[config.mk]
export PLATFORM = sky130hd
export DESIGN_NAME = ca5_qe_tx
export DESIGN_NICKNAME = d
export VERILOG_FILES = /design/src/rtl/ca5_tx_pkg.sv /design/src/rtl/ca5_piso.sv /design/src/rtl/ca5_qe_tx.sv
export SDC_FILE = /design/constraint.sdc
export NUM_CORES = 1
export LEC_CHECK = 0
export ABC_AREA = 1
export CAP_MARGIN = 0
export CORE_ASPECT_RATIO = 0.6
export CORE_UTILIZATION = 45
export DETAILED_ROUTE_END_ITERATION = 16
export PLACE_DENSITY = 0.66
export RECOVER_POWER = 100
export SYNTH_ARGS = -nofsm -noshare
export SYNTH_HDL_FRONTEND = slang
export SYNTH_SLANG_ARGS = --single-unit
[constraint.sdc]
create_clock -name clk -period 3.6 [get_ports clk]
set_input_delay 0.72 -clock clk [delete_from_list [all_inputs] [get_ports clk]]
set_output_delay 0.72 -clock clk [all_outputs]
set_load 0.02 [all_outputs]
[src/rtl/ca5_tx_pkg.sv]
// Shared types and constants for the ca5 serial frame transmitter.
// Frames are a fixed flag, an LSB-first length count, then LSB-first payload bits.
package ca5_tx_pkg;

   localparam int unsigned MAX_PAYLOAD_DEF = 32;
   localparam int unsigned LEN_W_DEF       = 8;
   localparam int unsigned FLAG_LEN        = 7;

   // Bit 0 goes on the wire first: 0,1,1,1,1,1,0.
   localparam logic [FLAG_LEN-1:0] FLAG = 7'b0111110;

   typedef enum logic [1:0] {
      ST_IDLE,
      ST_FLAG,
      ST_LEN,
      ST_PAYLOAD
   } tx_state_e;

   function automatic int unsigned clamp_len(input int unsigned req, input int unsigned lim);
      return (req > lim) ? lim : req;
   endfunction

endpackage

[src/rtl/ca5_piso.sv]
// Parallel-load, LSB-first shift register; dout is always the current bit 0.
// Load takes priority over shift.
module ca5_piso #(
   parameter int unsigned W = 32
) (
   input  logic         clk,
   input  logic         rst_n,
   input  logic         load,
   input  logic         shift,
   input  logic [W-1:0] din,
   output logic         dout
);

   logic [W-1:0] sh_q, sh_d;

   always_comb begin
      sh_d = sh_q;
      if (load) begin
         sh_d = din;
      end else if (shift) begin
         sh_d = sh_q >> 1;
      end
   end

   always_ff @(posedge clk or negedge rst_n) begin
      if (!rst_n) begin
         sh_q <= '0;
      end else begin
         sh_q <= sh_d;
      end
   end

   assign dout = sh_q[0];

endmodule

[src/rtl/ca5_qe_tx.sv]
// Serial frame transmitter: flag, length count and payload, one bit per clk.
// Every output is a flop; the FSM state names the field currently on the wire.
module ca5_qe_tx
   import ca5_tx_pkg::*;
#(
   parameter int unsigned MAX_PAYLOAD = MAX_PAYLOAD_DEF,
   parameter int unsigned LEN_W       = LEN_W_DEF
) (
   input  logic                   clk,
   input  logic                   rst_n,
   input  logic                   start,
   input  logic [5:0]             len,
   input  logic [MAX_PAYLOAD-1:0] data,
   output logic                   ready,
   output logic                   serout,
   output logic                   seroutvalid,
   output logic                   done
);

   localparam int unsigned SH_W    = (MAX_PAYLOAD > LEN_W) ? MAX_PAYLOAD : LEN_W;
   localparam int unsigned CNT_MAX = (SH_W > FLAG_LEN) ? SH_W : FLAG_LEN;
   localparam int unsigned CNT_W   = $clog2(CNT_MAX + 1);

   tx_state_e              state_q, state_d;
   logic [CNT_W-1:0]       cnt_q, cnt_d;
   logic [LEN_W-1:0]       len_q, len_d;
   logic [MAX_PAYLOAD-1:0] data_q, data_d;
   logic                   serout_q, serout_d;
   logic                   valid_q, valid_d;
   logic                   done_q, done_d;
   logic                   ready_q, ready_d;

   logic                   piso_load, piso_shift, piso_dout;
   logic [SH_W-1:0]        piso_din;
   logic [FLAG_LEN-1:0]    flag_sh;

   ca5_piso #(.W(SH_W)) u_piso (
      .clk   (clk),
      .rst_n (rst_n),
      .load  (piso_load),
      .shift (piso_shift),
      .din   (piso_din),
      .dout  (piso_dout)
   );

   // The first bit of each field is driven straight from the latched value while
   // the shifter is loaded with the remainder, so fields abut with no gap cycle.
   always_comb begin
      state_d    = state_q;
      cnt_d      = cnt_q;
      len_d      = len_q;
      data_d     = data_q;
      serout_d   = 1'b0;
      valid_d    = 1'b0;
      done_d     = 1'b0;
      ready_d    = 1'b0;
      piso_load  = 1'b0;
      piso_shift = 1'b0;
      piso_din   = '0;
      flag_sh    = FLAG >> (cnt_q[2:0] + 3'd1);

      case (state_q)
         ST_IDLE: begin
            ready_d = 1'b1;
            if (start) begin
               state_d  = ST_FLAG;
               cnt_d    = '0;
               len_d    = LEN_W'(clamp_len(32'(len), MAX_PAYLOAD));
               data_d   = data;
               serout_d = FLAG[0];
               valid_d  = 1'b1;
               ready_d  = 1'b0;
            end
         end

         ST_FLAG: begin
            valid_d = 1'b1;
            if (cnt_q == CNT_W'(FLAG_LEN - 1)) begin
               state_d   = ST_LEN;
               cnt_d     = '0;
               serout_d  = len_q[0];
               piso_load = 1'b1;
               piso_din  = SH_W'(len_q) >> 1;
            end else begin
               cnt_d    = cnt_q + 1'b1;
               serout_d = flag_sh[0];
            end
         end

         ST_LEN: begin
            if (cnt_q == CNT_W'(LEN_W - 1)) begin
               cnt_d = '0;
               if (len_q != '0) begin
                  state_d   = ST_PAYLOAD;
                  serout_d  = data_q[0];
                  valid_d   = 1'b1;
                  piso_load = 1'b1;
                  piso_din  = SH_W'(data_q) >> 1;
               end else begin
                  state_d = ST_IDLE;
                  done_d  = 1'b1;
                  ready_d = 1'b1;
               end
            end else begin
               cnt_d      = cnt_q + 1'b1;
               serout_d   = piso_dout;
               valid_d    = 1'b1;
               piso_shift = 1'b1;
            end
         end

         ST_PAYLOAD: begin
            if (32'(cnt_q) + 32'd1 == 32'(len_q)) begin
               state_d = ST_IDLE;
               cnt_d   = '0;
               done_d  = 1'b1;
               ready_d = 1'b1;
            end else begin
               cnt_d      = cnt_q + 1'b1;
               serout_d   = piso_dout;
               valid_d    = 1'b1;
               piso_shift = 1'b1;
            end
         end

         default: begin
            state_d = ST_IDLE;
            cnt_d   = '0;
            ready_d = 1'b1;
         end
      endcase
   end

   always_ff @(posedge clk or negedge rst_n) begin
      if (!rst_n) begin
         state_q  <= ST_IDLE;
         cnt_q    <= '0;
         len_q    <= '0;
         data_q   <= '0;
         serout_q <= 1'b0;
         valid_q  <= 1'b0;
         done_q   <= 1'b0;
         ready_q  <= 1'b1;
      end else begin
         state_q  <= state_d;
         cnt_q    <= cnt_d;
         len_q    <= len_d;
         data_q   <= data_d;
         serout_q <= serout_d;
         valid_q  <= valid_d;
         done_q   <= done_d;
         ready_q  <= ready_d;
      end
   end

   assign ready       = ready_q;
   assign serout      = serout_q;
   assign seroutvalid = valid_q;
   assign done        = done_q;

endmodule

==> metrics <==
status=finished, violations left; failing checks=max-capacitance violations, max-slew violations; post-synth cell types=28; Hold Path Cell Cnt=2; setup ws final=760 ps; Syn Inst Count=roughly 540; Final setup viols=0; clock-pin slew on the worst setup and hold paths=approximately 60 ps; Clock Path Buffers=2; # rows=26; DIE AREA=9650 µm²; IO Pins=45; RSZ-0062 raised after global routing=false; skew final=7.96 ps; share of layout cells above drive strength 1=6.37%; commonest non-fill, non-tap cell in the layout=nand2_1; max incr delay on CP=580 ps; antenna fix cells=0; critical path depth in cells=11; CTS Hold Bufs=0; worst slew pin tran=2000 ps; DRC=0; Post-Route WL=9490 µm; clk sink count=81; Avg Inst Size Synth=around 7.7 µm²; per-cell routed wire length=13.7 µm; initial DRC count=roughly 300; GRT Util Overall=21.2%; NumNets Final=625; fmax=352 MHz; final hold viol count=0; post-synthesis sequential area ratio=48.7%; worst reg2reg path depth=11; post-cts sizing count=0; normalized max-slew margin=-33.2%; post-route ant nets=0; Initial DRT Pass Iterations=5; chip width=about 130 µm; Ys Warns=0; Post-CTS Setup Bufs=0; Worst Path Arrival=between 3000 and 4000 ps; via count=3,574; Hold WC Path Type=flip-flop to flip-flop; Crit-path slowest cell=nand2_1; post-route clock period utilization=78.9%; Buf/Inv on CP=2; TritonCTS clock tree=done; vias per std cell=5.16; Required @ worst endpoint=3830 ps; Top FF cell, synth=dfrtp_1; CTS Buf Count=9; Final Max Slew Viols=around 80; Initial Util=47.6%; Max IR drop VDD=0.299 mV; vias in the first global route=3,228; CP endpoint kind=flip-flop; Setup TNS Final=0 ps; most frequent cells in the layout=nand2_1, dfrtp_1, clkdlybuf4s50_1; H-tree levels=3; gpl congestion=0.882; syn_nets=590; Tmin final=2840 ps; Clk Latency, worst-skew pair=340 ps; Die Ht=76.5 µm; worst-path cell chain=inv_1 > ha_1 > xor2_1 > nand3_1 > nor2_1 > nand3_2 > nand2_1 > nand3_1 > buf_4 > nand2_1 > nand2_1; CP Max Fanout=30; Crit path max-delay family=simple AND/OR/NAND/NOR gates; global route overflow=0; asr flop ratio synth=100%; Clock Tree Root=clkbuf_16; Post-synth EDFFs=0; Buffers on Ports=between 40 and 50; Synth Register Bits=81; Overall Power=3380 µW; Top cell by count, worst path=nand2_1; CP Launch Type=flip-flop; max-cap viol count=1; Area Overhead vs Synth=18.7%; Mapped Area=4160 µm²; initial antenna violation count=0; Core Box Area=8750 µm²; P per Cell Area=approximately 700 nW/µm²; CP Class=flip-flop to flip-flop; largest net degree at the start of global routing=82; detailed placer's ending HPWL=6330 µm; dpl ws=980 ps; cell leakage power=roughly 0.0025 µW; global-route wire length before repair=~16,000 µm
report_power, final:
part | switching, µW | leakage, µW | internal [µW]
logic | 748 | 0.00132 | 337
clock network | 378 | 0.000145 | 610
registers | 152 | 0.00106 | 1150
synth_stat cells (4+ instances only):
cell | number | area share (%)
inv_1 | 36 | 3.2
nand4_1 | 37 | 5.6
o21ai_1 | 14 | 1.7
nand2_2 | 5 | 0.75
nor2_1 | 16 | 1.4
clkbuf_1 | 11 | 0.99
nand2_1 | 241 | 22
dfrtp_1 | 80 | 48
buf_2 | 8 | 0.96
nand3_1 | 26 | 3.1
ha_1 | 8 | 2.4
o21ai_0 | 29 | 3.5
nand3_2 | 4 | 0.96
per-layer routing:
metal	vias up	track usage [%]	wire length [µm]
li1	1802	-	-
met5	-	0	0
met4	0	5.42	85
met3	9	5.76	628
met1	1640	33.8	5060
met2	123	27.5	3710
flip-flops by register name, summed over array words and instances (netlist names):
name         cells
cnt_q            6
data_q          32
done             1
len_q            6
ready            1
serout           1
seroutvalid      1
state_q          2
u_piso.sh_q     31
metrics by stage:
stage                     utilization, %  cells  instance area [µm²]  hold slack (ps)
after floorplan                        -    541                 4160              424
after global placement              53.0    677                 4630              469
after detailed placement            53.0    677                 4630              474
after CTS                           56.6    693                 4950              490
after global routing                56.5    693                 4940              506
final                               56.5    693                 4940              494
kinds of logic after synthesis:
kind of cell             after synthesis  share of synthesized area [%]
flip-flops                            81                           48.7
buffers and inverters                 67                           7.49
AND/OR/NAND/NOR                      333                           34.5
adder cells (fa/ha/maj)                8                           2.41
XOR/XNOR                               3                          0.632
AO/OA/AOI/OAI                         49                           6.28
path summary, 6_finish.rpt:
path	from	endpoint	slack (ps)
max	cnt_q[0]	u_piso.sh_q[22]	760
min	data_q[15]	data_q[15]	490
max reg2reg	cnt_q[0]	u_piso.sh_q[22]	760
min reg2reg	data_q[15]	data_q[15]	490
max in group asynchronous	rst_n	cnt_q[5]	1480
min in group asynchronous	rst_n	data_q[0]	920
worst reg2reg max path, delay by kind of cell, from the launching register on:
kind	cells	cell delay, ps
and+or+nand+nor	7	1250
DFF	1	500
xor gates and xnor gates	1	180
adders and majority gates	1	370
buffers and inverters	2	420
cell type report:
type	instances	area [µm²]
Multi-Input combinational cell	393	1810
Clock inverter	6	91.3
Fill cell	821	3810
Sequential cell	81	2030
Timing Repair Buffer	52	492
Inverter	39	146
Tap cell	112	140
Clock buffer	10	229
Power figures use the tool's default switching activity.
